==> config.mk <==
export PLATFORM = sky130hd
export DESIGN_NAME = bf16_op_dispatch
export DESIGN_NICKNAME = d
export VERILOG_FILES = /design/src/rtl/bf16_pkg.sv /design/src/rtl/bf16_op_dispatch_fifo.sv /design/src/rtl/bf16_op_dispatch.sv
export SDC_FILE = /design/constraint.sdc
export NUM_CORES = 1
export LEC_CHECK = 0
export ABC_AREA = 0
export CORE_MARGIN = 8
export CORE_UTILIZATION = 45
export DETAILED_ROUTE_END_ITERATION = 7
export MAX_ROUTING_LAYER = met4
export SLEW_MARGIN = 40
export SYNTH_ARGS = -nofsm -noshare
export SYNTH_HDL_FRONTEND = slang
export SYNTH_SLANG_ARGS = --single-unit
==> constraint.sdc <==
create_clock -name clk -period 8 [get_ports clk]
set_input_delay 1.6 -clock clk [delete_from_list [all_inputs] [get_ports clk]]
set_output_delay 1.6 -clock clk [all_outputs]
set_load 0.01 [all_outputs]
==> src/rtl/bf16_pkg.sv <==
// Shared opcode constants and command bundle for the bf16 dispatch path.
package bf16_pkg;
  localparam int BF16_W = 16;

  localparam logic [1:0] OP_ADD  = 2'b00;
  localparam logic [1:0] OP_SUB  = 2'b01;
  localparam logic [1:0] OP_MUL  = 2'b10;
  localparam logic [1:0] OP_RSVD = 2'b11;

  typedef struct packed {
    logic [BF16_W-1:0] a;
    logic [BF16_W-1:0] b;
    logic [1:0]        op;
  } bf16_cmd_t;
endpackage

==> src/rtl/bf16_op_dispatch_fifo.sv <==
// bf16_sync_fifo: synchronous FIFO with occupancy count and a
// combinational head. Callers gate push with !full and pop with !empty.
module bf16_sync_fifo #(
  parameter int DEPTH = 8,
  parameter int WIDTH = 8
) (
  input  logic                       clk,
  input  logic                       rst,
  input  logic                       push,
  input  logic [WIDTH-1:0]           wr_data,
  input  logic                       pop,
  output logic [WIDTH-1:0]           rd_data,
  output logic [$clog2(DEPTH):0]     count,
  output logic                       full,
  output logic                       empty
);
  localparam int AW = $clog2(DEPTH);
  localparam int CW = AW + 1;

  logic [WIDTH-1:0] mem [DEPTH];
  logic [AW-1:0]    wr_ptr;
  logic [AW-1:0]    rd_ptr;

  assign full    = count == CW'(DEPTH);
  assign empty   = count == '0;
  assign rd_data = mem[rd_ptr];

  always_ff @(posedge clk) begin
    if (push) mem[wr_ptr] <= wr_data;
  end

  always_ff @(posedge clk) begin
    if (rst) begin
      wr_ptr <= '0;
      rd_ptr <= '0;
      count  <= '0;
    end else begin
      if (push) wr_ptr <= wr_ptr + AW'(1);
      if (pop)  rd_ptr <= rd_ptr + AW'(1);
      unique case ({push, pop})
        2'b10:   count <= count + CW'(1);
        2'b01:   count <= count - CW'(1);
        default: count <= count;
      endcase
    end
  end
endmodule

==> src/rtl/bf16_op_dispatch.sv <==
// Command FIFO + issue stage feeding the bf16 datapath, with a tagged
// response register. Define BF16_DISPATCH_STATS_EN for issue/illegal counters.
module bf16_op_dispatch
  import bf16_pkg::*;
#(
  parameter int DEPTH = 8,
  parameter int TAG_W = 4
) (
  input  logic                   clk,
  input  logic                   rst,
  input  logic                   cmd_valid,
  output logic                   cmd_ready,
  input  logic [15:0]            cmd_a,
  input  logic [15:0]            cmd_b,
  input  logic [1:0]             cmd_op,
  input  logic [TAG_W-1:0]       cmd_tag,
  output logic [15:0]            alu_a,
  output logic [15:0]            alu_b,
  output logic [1:0]             alu_op,
  input  logic [15:0]            alu_result,
  output logic                   rsp_valid,
  input  logic                   rsp_ready,
  output logic [15:0]            rsp_data,
  output logic [TAG_W-1:0]       rsp_tag,
  output logic                   rsp_err,
  output logic [$clog2(DEPTH):0] count
`ifdef BF16_DISPATCH_STATS_EN
  ,
  output logic [15:0]            stat_issued,
  output logic [7:0]             stat_illegal
`endif
);
  localparam int EW = $bits(bf16_cmd_t) + TAG_W;

  bf16_cmd_t        in_cmd;
  bf16_cmd_t        head_cmd;
  logic [TAG_W-1:0] head_tag;
  logic [EW-1:0]    head;
  logic             full;
  logic             empty;
  logic             push;
  logic             pop;
  logic             head_err;

  assign in_cmd.a  = cmd_a;
  assign in_cmd.b  = cmd_b;
  assign in_cmd.op = cmd_op;

  assign cmd_ready = !full;
  assign push      = cmd_valid && !full;
  assign pop       = !empty && (!rsp_valid || rsp_ready);

  bf16_sync_fifo #(
    .DEPTH (DEPTH),
    .WIDTH (EW)
  ) u_fifo (
    .clk     (clk),
    .rst     (rst),
    .push    (push),
    .wr_data ({in_cmd, cmd_tag}),
    .pop     (pop),
    .rd_data (head),
    .count   (count),
    .full    (full),
    .empty   (empty)
  );

  assign {head_cmd, head_tag} = head;

  // Park the datapath at zero while idle so it never sees stale entries.
  assign alu_a    = empty ? '0 : head_cmd.a;
  assign alu_b    = empty ? '0 : head_cmd.b;
  assign alu_op   = empty ? OP_ADD : head_cmd.op;
  assign head_err = head_cmd.op == OP_RSVD;

  always_ff @(posedge clk) begin
    if (rst) begin
      rsp_valid <= 1'b0;
      rsp_data  <= '0;
      rsp_tag   <= '0;
      rsp_err   <= 1'b0;
    end else if (pop) begin
      rsp_valid <= 1'b1;
      rsp_data  <= head_err ? '0 : alu_result;
      rsp_tag   <= head_tag;
      rsp_err   <= head_err;
    end else if (rsp_ready) begin
      rsp_valid <= 1'b0;
    end
  end

`ifdef BF16_DISPATCH_STATS_EN
  always_ff @(posedge clk) begin
    if (rst) begin
      stat_issued  <= '0;
      stat_illegal <= '0;
    end else if (pop) begin
      if (stat_issued != 16'hFFFF)
        stat_issued <= stat_issued + 16'd1;
      if (head_err && stat_illegal != 8'hFF)
        stat_illegal <= stat_illegal + 8'd1;
    end
  end
`endif
endmodule

==> run summary <==
status = complete, no violations
Register Area = 9840 um2
WL per Instance = 22.8 um
Net Count, Synth = 710
CP startpoint kind = register
Hold WC Path Type = reg -> reg
RePlAce Congestion = 0.746
initial antenna violation count = 0
clk sink count = 339
dpl hpwl = 14700 um
drt total wl = 27100 um
via count = 6446
Root Driver = clkbuf_16
largest net degree at the start of global routing = 48
Rows = 62
Core Area = 28600 um2
commonest non-fill, non-tap cell in the layout = edfxtp_1
first-pass GRT wire length = 40800 um
commonest cells after routing, fill and taps aside = edfxtp_1, clkdlybuf4s50_1, mux4_2, nor2_1, mux2i_1
min cycle time layout = 4.77 ns
Post-synth EDFFs = 304
crit path DAT = 3.17 ns
max-cap violations = 0
final period utilization = 59.6%
worst relative slew slack = 51.3%
Cell Area, Synth = 13000 um2
Total Nets Final = 843
Worst Path Max Fanout = 26
aggregate negative setup slack = 0 ns
level count of the clock H-tree = 2
P&R area growth vs syn = 21.9%
post-route ant nets = 0
I/O Pins = 119
Synth Register Bits = 339
RSZ-0062 raised after global routing = no
grt ovf = 0
post-CTS setup buffers = 0
Hold-fix buffers, CTS = 0
die area = 34700 um2
CTS Buf Count = 36
Slew Viols, Final = 0
area of the multi-input gates = 3050 um2
final hold vios = 0
CTS tree = yes
Initial Util = 45.6%
Worst-Skew Late Latency = 0.51 ns
Die Width = 186 um
clk slew on worst S/H paths = 0.06 ns
worst-margin pin slew = 0.731 ns
Lkg Pwr = 0.00496 uW
register area share after synthesis = 75.4%
port bufs = 118
Worst VDD drop = 0.000188 V
Syn Inst Count = 648
DR vias/cell = 5.41
PD cells = 333 nW/um2
r2r setup slk = 4.07 ns
Yosys cell types = 37
Pwr Total = 5300 uW
Layout fillers = 2183
drt pass-1 iters = 4
Initial DRC Count = 415
kind of critical path = reg -> out
vias in the first global route = 6835
Final setup viols = 0
fraction of layout cells with a size suffix above 1 = 22.1%
Setup crit end kind = output pin
Synth Warn # = 0
Worst Path Required = 6.40 ns
GRT Resource Usage Total = 16.2%
async set-reset flop share out of synthesis = 0%
Die H = 186 um
ys flop type = edfxtp_1
Synth Area per Inst = 20.1 um2
Clock Skew = 0.0114 ns
Clock Tree Buf Depth = 3
Residual DRC = 0
Resize count post-CTS = 0
Max Fclk = 0.210 GHz
## state kept, by name, summed over array words and instances, names as in the netlist, named ones only
name,cells
rsp_valid,1
rsp_tag,4
rsp_data,16
rsp_err,1
u_fifo.mem,304
u_fifo.wr_ptr,3
u_fifo.count,4
u_fifo.rd_ptr,3
## report_power, final
| part | internal (uW) | switching, uW |
|---|---|---|
| clock | 1040 | 641 |
| sequential | 2080 | 118 |
| combinational | 721 | 701 |
| total | 3840 | 1460 |
## path summary, 6_finish.rpt
kind | start | end | cells past startpoint
max | register | alu_b[10] | 5
min | rsp_data[15] | rsp_data[15] | 2
max reg2reg | u_fifo.count[1] | u_fifo.count[3] | 10
min reg2reg | rsp_data[15] | rsp_data[15] | 2
## cell usage after synthesis, types with 6 or more instances
cell type  count  area share [%]
edfxtp_1     304              70
mux4_2        76              13
nor2_1        53             1.5
mux2i_1       39             3.0
dfxtp_1       35             5.4
nand2_1       21            0.60
clkbuf_1      17            0.49
a21oi_1       13            0.50
buf_2         11            0.42
a21oi_2       10            0.67
nand3_2       10            0.77
nand3_1        9            0.35
xor2_1         6            0.40
## area by class of cell
type / count / share of cell area (%)
Clock inverter: 20 / 1.57
Clock buffer: 44 / 5.99
Sequential cell: 339 / 61.9
Inverter: 3 / 0.0708
Antenna cell: 1 / 0.0157
Tap cell: 384 / 3.02
Multi-Input combinational cell: 269 / 19.2
Timing Repair Buffer: 132 / 8.25
## worst max-delay path, cell delays in order, from the launching register on
cell and delay [ns]:
dfxtp_4 0.72, buf_4 0.57, mux4_2 0.59, mux2i_1 0.20, nor2_1 0.06, clkdlybuf4s50_1 0.50
## metrics by stage
stage / hold WS [ns] / util [%] / worst slack (ns) / area (um2) / std cells
after floorplan: 0.462 / - / 2.11 / 13000 / 648
after global placement: 0.450 / 51.2 / 3.29 / 14700 / 1125
after detailed placement: 0.454 / 51.3 / 3.19 / 14700 / 1127
after CTS: 0.462 / 55.5 / 3.12 / 15900 / 1191
after global routing: 0.482 / 55.5 / 2.96 / 15900 / 1191
final: 0.464 / 55.5 / 3.23 / 15900 / 1192
## routing by layer
layer  vias up  track usage [%]  share of wire, %
met4         0             4.80               2.0
met3        49             2.97               5.8
met1      3347             20.6                43
met2       173             26.5                49
met5         -                -                 0
li1       2877                -                 -
## cells by family after synthesis
kind of cell	Yosys count	share of synthesized area, %
fa+ha+maj	4	0.384
compound gates	32	1.77
flops	339	75.4
simple gates	110	4.17
mux	116	16.2
buf+inv	40	1.61
xor+xnor	7	0.470
(Power assumes the default switching activity.)
